===== src/rtl/bw_io_ddr_bscan_ctl_if.sv =====
// Controller-side bundle for the DDR pad boundary-scan sequencer.
// The test controller drives the request fields and reads back status and captured data.
//   start     request a transaction (1 cycle)
//   abort     cancel an in-flight transaction
//   len       number of chain bits to shift
//   tdi_data  bits shifted into the chain, bit0 first
//   mode_in   requested pad mode_ctrl value
//   hiz_in    requested pad hiz_n value
//   busy      transaction in progress
//   done      1-cycle completion pulse
//   tdo_data  bits captured from the chain tail
interface bw_io_ddr_bscan_ctl_if #(
    parameter int MAX_LEN = 64,
    parameter int CNT_W   = 7
);
    logic               start;
    logic               abort;
    logic [CNT_W-1:0]   len;
    logic [MAX_LEN-1:0] tdi_data;
    logic               mode_in;
    logic               hiz_in;
    logic               busy;
    logic               done;
    logic [MAX_LEN-1:0] tdo_data;

    modport master (
        output start, abort, len, tdi_data, mode_in, hiz_in,
        input  busy, done, tdo_data
    );

    modport slave (
        input  start, abort, len, tdi_data, mode_in, hiz_in,
        output busy, done, tdo_data
    );
endinterface


===== src/rtl/bw_io_ddr_bscan_ctl.sv =====
// Boundary-scan sequencer for the DDR pad chain. Each accepted start runs one
// capture -> shift(len) -> update transaction and collects the chain tail into tdo_data.
// Ports:
//   rclk, arst_l   clock and asynchronous active-low reset
//   ctl            controller bundle (slave side): start/abort/len/tdi_data/mode_in/hiz_in in,
//                  busy/done/tdo_data out
//   bso            chain tail serial out
//   bsi            chain head serial in
//   shift_dr, clock_dr, update_dr, mode_ctrl, hiz_n   pad boundary-scan controls
// Optional build macro BW_IO_BSCAN_CHK_EN adds exp_data (in) and err (out): at completion err
// flags a mismatch between the captured bits and exp_data over the shifted length.
//
// state | meaning
// IDLE  | waiting for start, mode_ctrl/hiz_n track their requests
// CAP0  | capture setup, all strobes low
// CAP1  | capture strobe (clock_dr high)
// SH0   | shift data phase, bsi valid, bso sampled on exit
// SH1   | shift strobe (clock_dr high), bit counter advances
// UPD0  | update setup, bsi low
// UPD1  | update strobe (update_dr high)
// DONE  | completion pulse
module bw_io_ddr_bscan_ctl #(
    parameter int MAX_LEN = 64,
    parameter int CNT_W   = 7
) (
    input  logic                   rclk,
    input  logic                   arst_l,
    bw_io_ddr_bscan_ctl_if.slave   ctl,
    input  logic                   bso,
    output logic                   bsi,
    output logic                   shift_dr,
    output logic                   clock_dr,
    output logic                   update_dr,
    output logic                   mode_ctrl,
    output logic                   hiz_n
`ifdef BW_IO_BSCAN_CHK_EN
    ,
    input  logic [MAX_LEN-1:0]     exp_data,
    output logic                   err
`endif
);
    localparam int IDX_W = (MAX_LEN > 1) ? $clog2(MAX_LEN) : 1;

    typedef enum logic [2:0] {
        IDLE, CAP0, CAP1, SH0, SH1, UPD0, UPD1, DONE
    } state_t;

    state_t             state, state_nxt;
    logic [CNT_W-1:0]   cnt, cnt_nxt;
    logic [CNT_W-1:0]   len_q, len_nxt;
    logic [MAX_LEN-1:0] tdi_q, tdi_nxt;
    logic [MAX_LEN-1:0] tdo_q, tdo_nxt;
    logic               mode_nxt, hiz_nxt, bsi_nxt;
    logic               shift_nxt, clock_nxt, update_nxt, busy_nxt, done_nxt;
    logic               busy_q, done_q;
    logic               accept;

    assign accept = (state == IDLE) && ctl.start && !ctl.abort;

    always_comb begin
        state_nxt = state;
        cnt_nxt   = cnt;
        len_nxt   = len_q;
        tdi_nxt   = tdi_q;
        tdo_nxt   = tdo_q;
        mode_nxt  = mode_ctrl;
        hiz_nxt   = hiz_n;
        bsi_nxt   = 1'b0;

        case (state)
            IDLE: begin
                mode_nxt = ctl.mode_in;
                hiz_nxt  = ctl.hiz_in;
                if (accept) begin
                    len_nxt   = (ctl.len > CNT_W'(MAX_LEN)) ? CNT_W'(MAX_LEN) : ctl.len;
                    tdi_nxt   = ctl.tdi_data;
                    tdo_nxt   = '0;
                    cnt_nxt   = '0;
                    state_nxt = CAP0;
                end
            end
            CAP0: state_nxt = CAP1;
            CAP1: begin
                cnt_nxt   = '0;
                state_nxt = (len_q != '0) ? SH0 : UPD0;
            end
            SH0: begin
                tdo_nxt[cnt[IDX_W-1:0]] = bso;
                state_nxt = SH1;
            end
            SH1: begin
                if ((cnt + 1'b1) < len_q) begin
                    cnt_nxt   = cnt + 1'b1;
                    state_nxt = SH0;
                end else begin
                    state_nxt = UPD0;
                end
            end
            UPD0:    state_nxt = UPD1;
            UPD1:    state_nxt = DONE;
            DONE:    state_nxt = IDLE;
            default: state_nxt = IDLE;
        endcase

        // abort discards the sample that SH0 would otherwise take on this edge
        if (state != IDLE && ctl.abort) begin
            state_nxt = IDLE;
            tdo_nxt   = tdo_q;
            cnt_nxt   = cnt;
        end

        // outputs are registered from the next state so each strobe lines up with its state
        case (state_nxt)
            SH0:     bsi_nxt = tdi_nxt[cnt_nxt[IDX_W-1:0]];
            SH1:     bsi_nxt = bsi;
            default: bsi_nxt = 1'b0;
        endcase
        shift_nxt  = (state_nxt == SH0) || (state_nxt == SH1);
        clock_nxt  = (state_nxt == CAP1) || (state_nxt == SH1);
        update_nxt = (state_nxt == UPD1);
        done_nxt   = (state_nxt == DONE);
        busy_nxt   = (state_nxt != IDLE);
    end

    always_ff @(posedge rclk or negedge arst_l) begin
        if (!arst_l) begin
            state     <= IDLE;
            cnt       <= '0;
            len_q     <= '0;
            tdi_q     <= '0;
            tdo_q     <= '0;
            mode_ctrl <= 1'b0;
            hiz_n     <= 1'b1;
            bsi       <= 1'b0;
            shift_dr  <= 1'b0;
            clock_dr  <= 1'b0;
            update_dr <= 1'b0;
            busy_q    <= 1'b0;
            done_q    <= 1'b0;
        end else begin
            state     <= state_nxt;
            cnt       <= cnt_nxt;
            len_q     <= len_nxt;
            tdi_q     <= tdi_nxt;
            tdo_q     <= tdo_nxt;
            mode_ctrl <= mode_nxt;
            hiz_n     <= hiz_nxt;
            bsi       <= bsi_nxt;
            shift_dr  <= shift_nxt;
            clock_dr  <= clock_nxt;
            update_dr <= update_nxt;
            busy_q    <= busy_nxt;
            done_q    <= done_nxt;
        end
    end

    assign ctl.busy     = busy_q;
    assign ctl.done     = done_q;
    assign ctl.tdo_data = tdo_q;

`ifdef BW_IO_BSCAN_CHK_EN
    logic [MAX_LEN-1:0] len_mask;
    logic               err_nxt;

    always_comb begin
        len_mask = '0;
        for (int i = 0; i < MAX_LEN; i++) begin
            len_mask[i] = (i < int'(len_q));
        end
    end

    // UPD1 -> DONE only happens without abort, so an aborted run leaves err untouched
    always_comb begin
        err_nxt = err;
        if (accept) begin
            err_nxt = 1'b0;
        end else if (state == UPD1 && state_nxt == DONE) begin
            err_nxt = |((tdo_q ^ exp_data) & len_mask);
        end
    end

    always_ff @(posedge rclk or negedge arst_l) begin
        if (!arst_l) begin
            err <= 1'b0;
        end else begin
            err <= err_nxt;
        end
    end
`endif
endmodule


===== src/flat_wrapper.sv =====
// flat-port wrapper written by rule: the top's interface ports become plain ports
module bw_io_ddr_bscan_ctl_flat 
#(
    parameter int MAX_LEN = 64,
    parameter int CNT_W   = 7
)
  (rclk, arst_l, bso, bsi, shift_dr, clock_dr, update_dr, mode_ctrl, hiz_n, ctl_start, ctl_abort, ctl_len, ctl_tdi_data, ctl_mode_in, ctl_hiz_in, ctl_busy, ctl_done, ctl_tdo_data);
  bw_io_ddr_bscan_ctl_if #(.MAX_LEN(MAX_LEN), .CNT_W(CNT_W)) ctl_i ();
  input  logic rclk;
  input  logic arst_l;
  input  logic bso;
  output logic bsi;
  output logic shift_dr;
  output logic clock_dr;
  output logic update_dr;
  output logic mode_ctrl;
  output logic hiz_n;
  input wire logic [$bits(ctl_i.start)-1:0] ctl_start;
  input wire logic [$bits(ctl_i.abort)-1:0] ctl_abort;
  input wire logic [$bits(ctl_i.len)-1:0] ctl_len;
  input wire logic [$bits(ctl_i.tdi_data)-1:0] ctl_tdi_data;
  input wire logic [$bits(ctl_i.mode_in)-1:0] ctl_mode_in;
  input wire logic [$bits(ctl_i.hiz_in)-1:0] ctl_hiz_in;
  output wire logic [$bits(ctl_i.busy)-1:0] ctl_busy;
  output wire logic [$bits(ctl_i.done)-1:0] ctl_done;
  output wire logic [$bits(ctl_i.tdo_data)-1:0] ctl_tdo_data;
  assign ctl_i.start = ctl_start;
  assign ctl_i.abort = ctl_abort;
  assign ctl_i.len = ctl_len;
  assign ctl_i.tdi_data = ctl_tdi_data;
  assign ctl_i.mode_in = ctl_mode_in;
  assign ctl_i.hiz_in = ctl_hiz_in;
  assign ctl_busy = ctl_i.busy;
  assign ctl_done = ctl_i.done;
  assign ctl_tdo_data = ctl_i.tdo_data;
  bw_io_ddr_bscan_ctl #(.MAX_LEN(MAX_LEN), .CNT_W(CNT_W)) u_core (.rclk(rclk), .arst_l(arst_l), .ctl(ctl_i), .bso(bso), .bsi(bsi), .shift_dr(shift_dr), .clock_dr(clock_dr), .update_dr(update_dr), .mode_ctrl(mode_ctrl), .hiz_n(hiz_n));
endmodule

===== config.mk =====
export PLATFORM = sky130hd
export DESIGN_NAME = bw_io_ddr_bscan_ctl_flat
export DESIGN_NICKNAME = d
export VERILOG_FILES = /design/src/rtl/bw_io_ddr_bscan_ctl_if.sv /design/src/rtl/bw_io_ddr_bscan_ctl.sv /design/src/flat_wrapper.sv
export SDC_FILE = /design/constraint.sdc
export NUM_CORES = 1
export LEC_CHECK = 0
export ABC_AREA = 1
export CAP_MARGIN = 25
export CORE_MARGIN = 2
export CORE_UTILIZATION = 55
export DETAILED_ROUTE_END_ITERATION = 6
export GPL_TIMING_DRIVEN = 0
export PLACE_DENSITY_LB_ADDON = 0.1
export RECOVER_POWER = 100
export SLEW_MARGIN = 0
export SYNTH_ARGS = -nofsm -noshare
export SYNTH_HDL_FRONTEND = slang
export SYNTH_SLANG_ARGS = --single-unit

===== constraint.sdc =====
create_clock -name rclk -period 9 [get_ports rclk]
set_input_delay 1.8 -clock rclk [delete_from_list [all_inputs] [get_ports rclk]]
set_output_delay 1.8 -clock rclk [all_outputs]
set_load 0.03 [all_outputs]

Yosys cells after proc, flatten, opt, wreduce, memory -nomap -nowiden
Cells that the tools add are included.
- bitwise gates (word level): 1
- reductions and logical operators: 16
- order comparisons: 5
- add/subtract/negate cells: 1
- multiplexer cells: 20
- eq/ne operators: 14
- operators by type and width (operator ; number):
    $mux 64 ; 3
    $pmux 64 s2 ; 1
    $bwmux 64 ; 1
    $pmux 3 s8 ; 1
    $eq 3x3->1 const B ; 7
    $mux 7 ; 3
    $pmux 7 s3 ; 1
    $lt 6x7->1 const B ; 2
    $eq 3x2->1 const B ; 4
    $mux 3 ; 4
    $reduce_bool 3->1 ; 3
    $add 7x1->7 const B ; 1
    $gt 7x7->1 const B ; 1
    $lt 7x7->1 ; 1
    $reduce_bool 7->1 ; 1
    $bmux 1 s6 ; 1
    $demux 1 s6 ; 1
    $ge 6x1->1 const B ; 1
    $mux 6 ; 1
    $logic_and 1x1->1 ; 4
    $ne 2x1->1 const B ; 2
    $reduce_and 4->1 ; 1
    $eq 3x1->1 const B ; 1
    $logic_not 3->1 ; 1
    8 further kinds ; 10
- register bits: 153
- word-level logic and storage cells: 71
- input port bits: 78
- output and inout bits: 72

Depth between registers and ports, before layout
- depth after elaboration: 9
- depth in mapped cells: 26
- gate-level depth less buffers: 24

Worst setup path before layout
Ideal clock, no wire load.
- path type: input to register
- start point: input port ctl_abort
- end point: register u_core.bsi
- stages: 16
- path buffers: 2
- library setup time: 0.117 ns
- required time: 8.883 ns
- slack: 5.755 ns
- arrival: 3.128 ns
- cells stage by stage: inv_2 -> nand2_1 -> nor2_4 -> inv_2 -> buf_2 -> buf_2 -> nand2_1 -> nand2_1 -> nand2_1 -> nand3_1 -> nand3_1 -> nand3_1 -> nand3_1 -> nand3_1 -> nand3_1 -> nand2_1
- elaborated cells between the ends (all ways): 16
- RTL lines (item ; line ; text):
    start, declared ; flat_wrapper.sv:19 ; input wire logic [$bits(ctl_i.abort)-1:0] ctl_abort;
    $logic_not 1->1 ; bw_io_ddr_bscan_ctl.sv:58 ; assign accept = (state == IDLE) && ctl.start && !ctl.abort;
    $logic_and 1x1->1 ; bw_io_ddr_bscan_ctl.sv:58 ;
    $mux 64 ; bw_io_ddr_bscan_ctl.sv:74 ; if (accept) begin
    $mux 64 ; bw_io_ddr_bscan_ctl.sv:70 ; case (state)
    named net u_core.tdi_nxt[54] ; bw_io_ddr_bscan_ctl.sv:51 ; logic [MAX_LEN-1:0] tdi_q, tdi_nxt;
    $bmux 1 s6 ; bw_io_ddr_bscan_ctl.sv:114 ; SH0: bsi_nxt = tdi_nxt[cnt_nxt[IDX_W-1:0]];
    $mux 1 (implied by the code) ; bw_io_ddr_bscan_ctl.sv:114 ;
    $pmux 1 s2 ; bw_io_ddr_bscan_ctl.sv:113 ; case (state_nxt)
    end signal, assigned ; bw_io_ddr_bscan_ctl.sv:148 ; bsi <= bsi_nxt;
    end, declared ; bw_io_ddr_bscan_ctl.sv:30 ; output logic bsi,
The timed path passes the listed nets, and every way through them passes these cells. The select of a mux whose other input is x is not followed.
A chain may end at the register's enable or synchronous reset.

Worst setup path after layout
Same ends and word-level chain as after synthesis.

==> impl_metrics.py <==
metrics = {
    "worst_setup_path": {
        "worst-path-max-fanout": 10,
        "critPathKind": "in -> reg",
        "worst_setup_path_start_kind": "input pin",
        "cp-end-kind": "flop",
        "crit_required_ns": 9.31,
        "arrival_ns": 5.21,
    },
    "placed_design": {
        "gp_congestion": 0.922,
        "placed_cell_area_um2": 9400,
        "io_buffers": 149,
        "dp.final_hpwl_um": 15000,
    },
    "synth": {
        "synthSimpleGateAreaFrac": 0.295,
        "synth_xor_area_frac": 0.00343,
        "yosysTopAreaCellShare": 0.497,
        "yosysSeqAreaShare": 0.501,
        "synth_area_um2": 7650,
        "synthAdderAreaFrac": 0.0114,
        "async_reset_ff_frac": 1.00,
        "muxShareOfSynthArea": 0,
        "ys.flop_type": "dfrtp_1",
        "yosys_warnings": 0,
        "synth_edf_count": 0,
        "synthCells": 984,
        "ys_seq_elements": 153,
        "yosysUniqueCellTypes": 38,
        "synth_compound_area_frac": 0.123,
        "synth_top_family_by_area": "simple AND/OR/NAND/NOR gates",
        "avgSynthCellArea_um2": 7.77,
        "synthTopCellsByArea": "dfrtp_1 50%, nand2_1 20%, nand3_1 6.4%",
        "syn-num-nets": 1069,
        "yosysTopAreaCell": "dfrtp_1",
    },
    "clock_tree": {
        "ctsResizeCount": 0,
        "clock_latency_ns": 0.42,
        "cts_tree": "done",
        "clk_pin_slew_ns": 0.06,
        "root_buffer": "clkbuf_16",
        "ctsHoldBuffers": 0,
        "clock_path_buffers": 2,
        "cts.sinks": 153,
        "h-tree-depth": 4,
        "cts_buffers": 17,
        "cts_setup_buffers": 0,
    },
    "global_route": {
        "grt.overflow.total": 0,
        "grt_pass1_vias": 6958,
        "grt_use_total": 0.295,
        "grt_max_degree": 84,
        "antenna_found_initial": 0,
        "grt_pass1_wl_um": 33900,
    },
    "floorplanning": {
        "core_um2": 13700,
        "die-width_um": 122,
        "initial_utilization": 0.558,
        "num_io_pins": 150,
        "core.rowCount": 43,
        "die_height_um": 122,
        "dieArea_um2": 14900,
    },
    "cells_and_area": {
        "layout_common_cells": "400 x nand2_1, 152 x dfrtp_1, 99 x nand3_1",
        "syn_to_final_growth_pct": 29.9,
        "nNetsFinal": 1238,
        "final_util": 0.725,
        "num_antenna_cells": 0,
        "final_common_cell": "nand2_1",
        "drive_above_1_share": 0.0532,
        "final_area_um2": 9940,
    },
    "power_and_ir_drop": {
        "clkPwrFrac": 0.283,
        "ir_worst_vdd_uv": 139,
        "comb_power_share": 0.356,
        "power.static_leakage_nw": 4.78,
        "p_int_mw": 1.61,
        "sw_frac_of_total": 0.370,
        "power_frac_seq": 0.361,
        "power.density_nw_per_um2": 257,
        "p_sw_mw": 0.945,
    },
    "timing": {
        "finalSetupTns_ns": 0,
        "fin_crit_sh": 0.545,
        "drv_slew": 71,
        "rsz0062_at_grt": "false",
        "final-hold-violation-count": 0,
        "min_period_ns": 4.91,
        "worst_slew_pin_slew_ns": 3.71,
        "skew_ns": 0.00582,
        "finalSetupViolations": 0,
        "fmax_ghz": 0.204,
        "slew-limit-headroom": -1.47,
    },
    "routing": {
        "vias": 7330,
        "routed_wl_um": 20900,
        "drtIter0Drc": 707,
        "ant_nets": 0,
        "wl_per_cell_um": 15.5,
        "drt_pre_antenna_iters": 7,
        "vias_per_cell": 5.45,
        "drc": 0,
    },
    "outcome": {
        "status": "finished, violations left",
        "failed_checks": "max-capacitance violations, max-slew violations",
    },
    "worst_hold_path": {
        "hold_path.class": "reg -> reg",
    },
    "job": {
        "drv_cap": 1,
    },
}
-- power by group through the flow --
stage	clock network (mW)	registers [mW]	logic, mW
final	0.723	0.921	0.907
after global routing	0.756	0.936	1.02
after CTS	0.726	0.921	0.917
after detailed placement	0	0.931	0.907
after global placement	0	0.926	0.888
after floorplan	0	0.941	0.618
-- logic make-up (layout without fill, tap and decap cells) --
kind of cell,after synthesis,in the layout
adder cells (fa/ha/maj),7,7
flip-flops,153,153
AO/OA/AOI/OAI,151,151
XOR/XNOR,3,3
buffers and inverters,124,306
AND/OR/NAND/NOR,546,546
-- per-stage QoR --
stage          worst slack (ns)  power [mW]  instances  hold WS [ns]
2_1_floorplan              5.75        1.56        984         0.438
3_3_place_gp             0.0503        1.81       1313         0.451
3_5_place_dp               4.67        1.84       1314         0.455
4_1_cts                    5.10        2.56       1346         0.470
5_1_grt                    3.36        2.72       1346         0.478
6_report                   4.09        2.55       1346         0.468
-- sequential cells by signal, indices dropped and copies added (netlist names), 3 cells and up --
register / cells
u_core.tdi_q: 64
u_core.state: 3
u_core.cnt: 7
u_core.ctl.tdo_data: 64
u_core.len_q: 7
-- Yosys cell counts, types with 2 or more instances --
| library cell | n |
|---|---|
| clkinv_1 | 2 |
| o31ai_1 | 55 |
| clkbuf_1 | 38 |
| nor2_1 | 26 |
| inv_2 | 7 |
| nand2_4 | 2 |
| ha_1 | 7 |
| nor2_4 | 2 |
| o22ai_1 | 9 |
| buf_1 | 4 |
| o21ai_0 | 65 |
| nor2_2 | 3 |
| a21oi_1 | 14 |
| nand2_2 | 3 |
| nand2_1 | 399 |
| nor3_1 | 7 |
| nand3_1 | 98 |
| o21ai_2 | 2 |
| buf_2 | 12 |
| xor2_1 | 2 |
| inv_4 | 2 |
| inv_1 | 53 |
| dfrtp_1 | 152 |
| buf_4 | 5 |
| nand4_1 | 2 |
-- path summary, 6_finish.rpt --
path,slack [ns],to,start,cells after the start
worst max register to register,4.47,u_core.bsi,u_core.cnt[0],23
worst max-delay path,4.09,u_core.bsi,ctl_abort,17
worst min-delay path,0.47,u_core.tdi_q[47],u_core.tdi_q[47],2
max in group asynchronous,4.25,u_core.tdi_q[53],arst_l,1
min in group asynchronous,2.65,u_core.update_dr,arst_l,1
worst min register to register,0.47,u_core.tdi_q[47],u_core.tdi_q[47],2
-- critical path: stages --
cell	delay (ns)
dlygate4sd3_1	0.54
inv_1	0.15
nand2_1	0.10
nor2_1	0.73
inv_1	0.25
clkbuf_1	0.34
clkbuf_1	0.32
nand2_1	0.11
nand2_1	0.08
nand2_1	0.09
nand3_1	0.10
nand3_1	0.10
nand3_1	0.11
nand3_1	0.09
nand3_1	0.08
nand3_1	0.15
nand2_1	0.06
-- routing by layer --
layer  routed length [µm]  share of wire  track usage  up-vias
li1                     -              -            -     3564
met1                 8350           0.40        0.369     3386
met2                10200           0.49        0.489      319
met3                 1480          0.071       0.0581       61
met4                  830          0.040        0.152        0
met5                    0              0            0        -
-- layout make-up --
cell class                 instances  area [µm²]
buffer                            60         262
clock buffer                      25         515
clock inverter                     7        87.6
fill                            1112        3780
inverter                          64         245
multi-input combinational        707        3260
sequential                       153        3830
tap                              180         225
timing repair buffer             150        1510
Note: power is estimated with default switching activity, not from simulation.
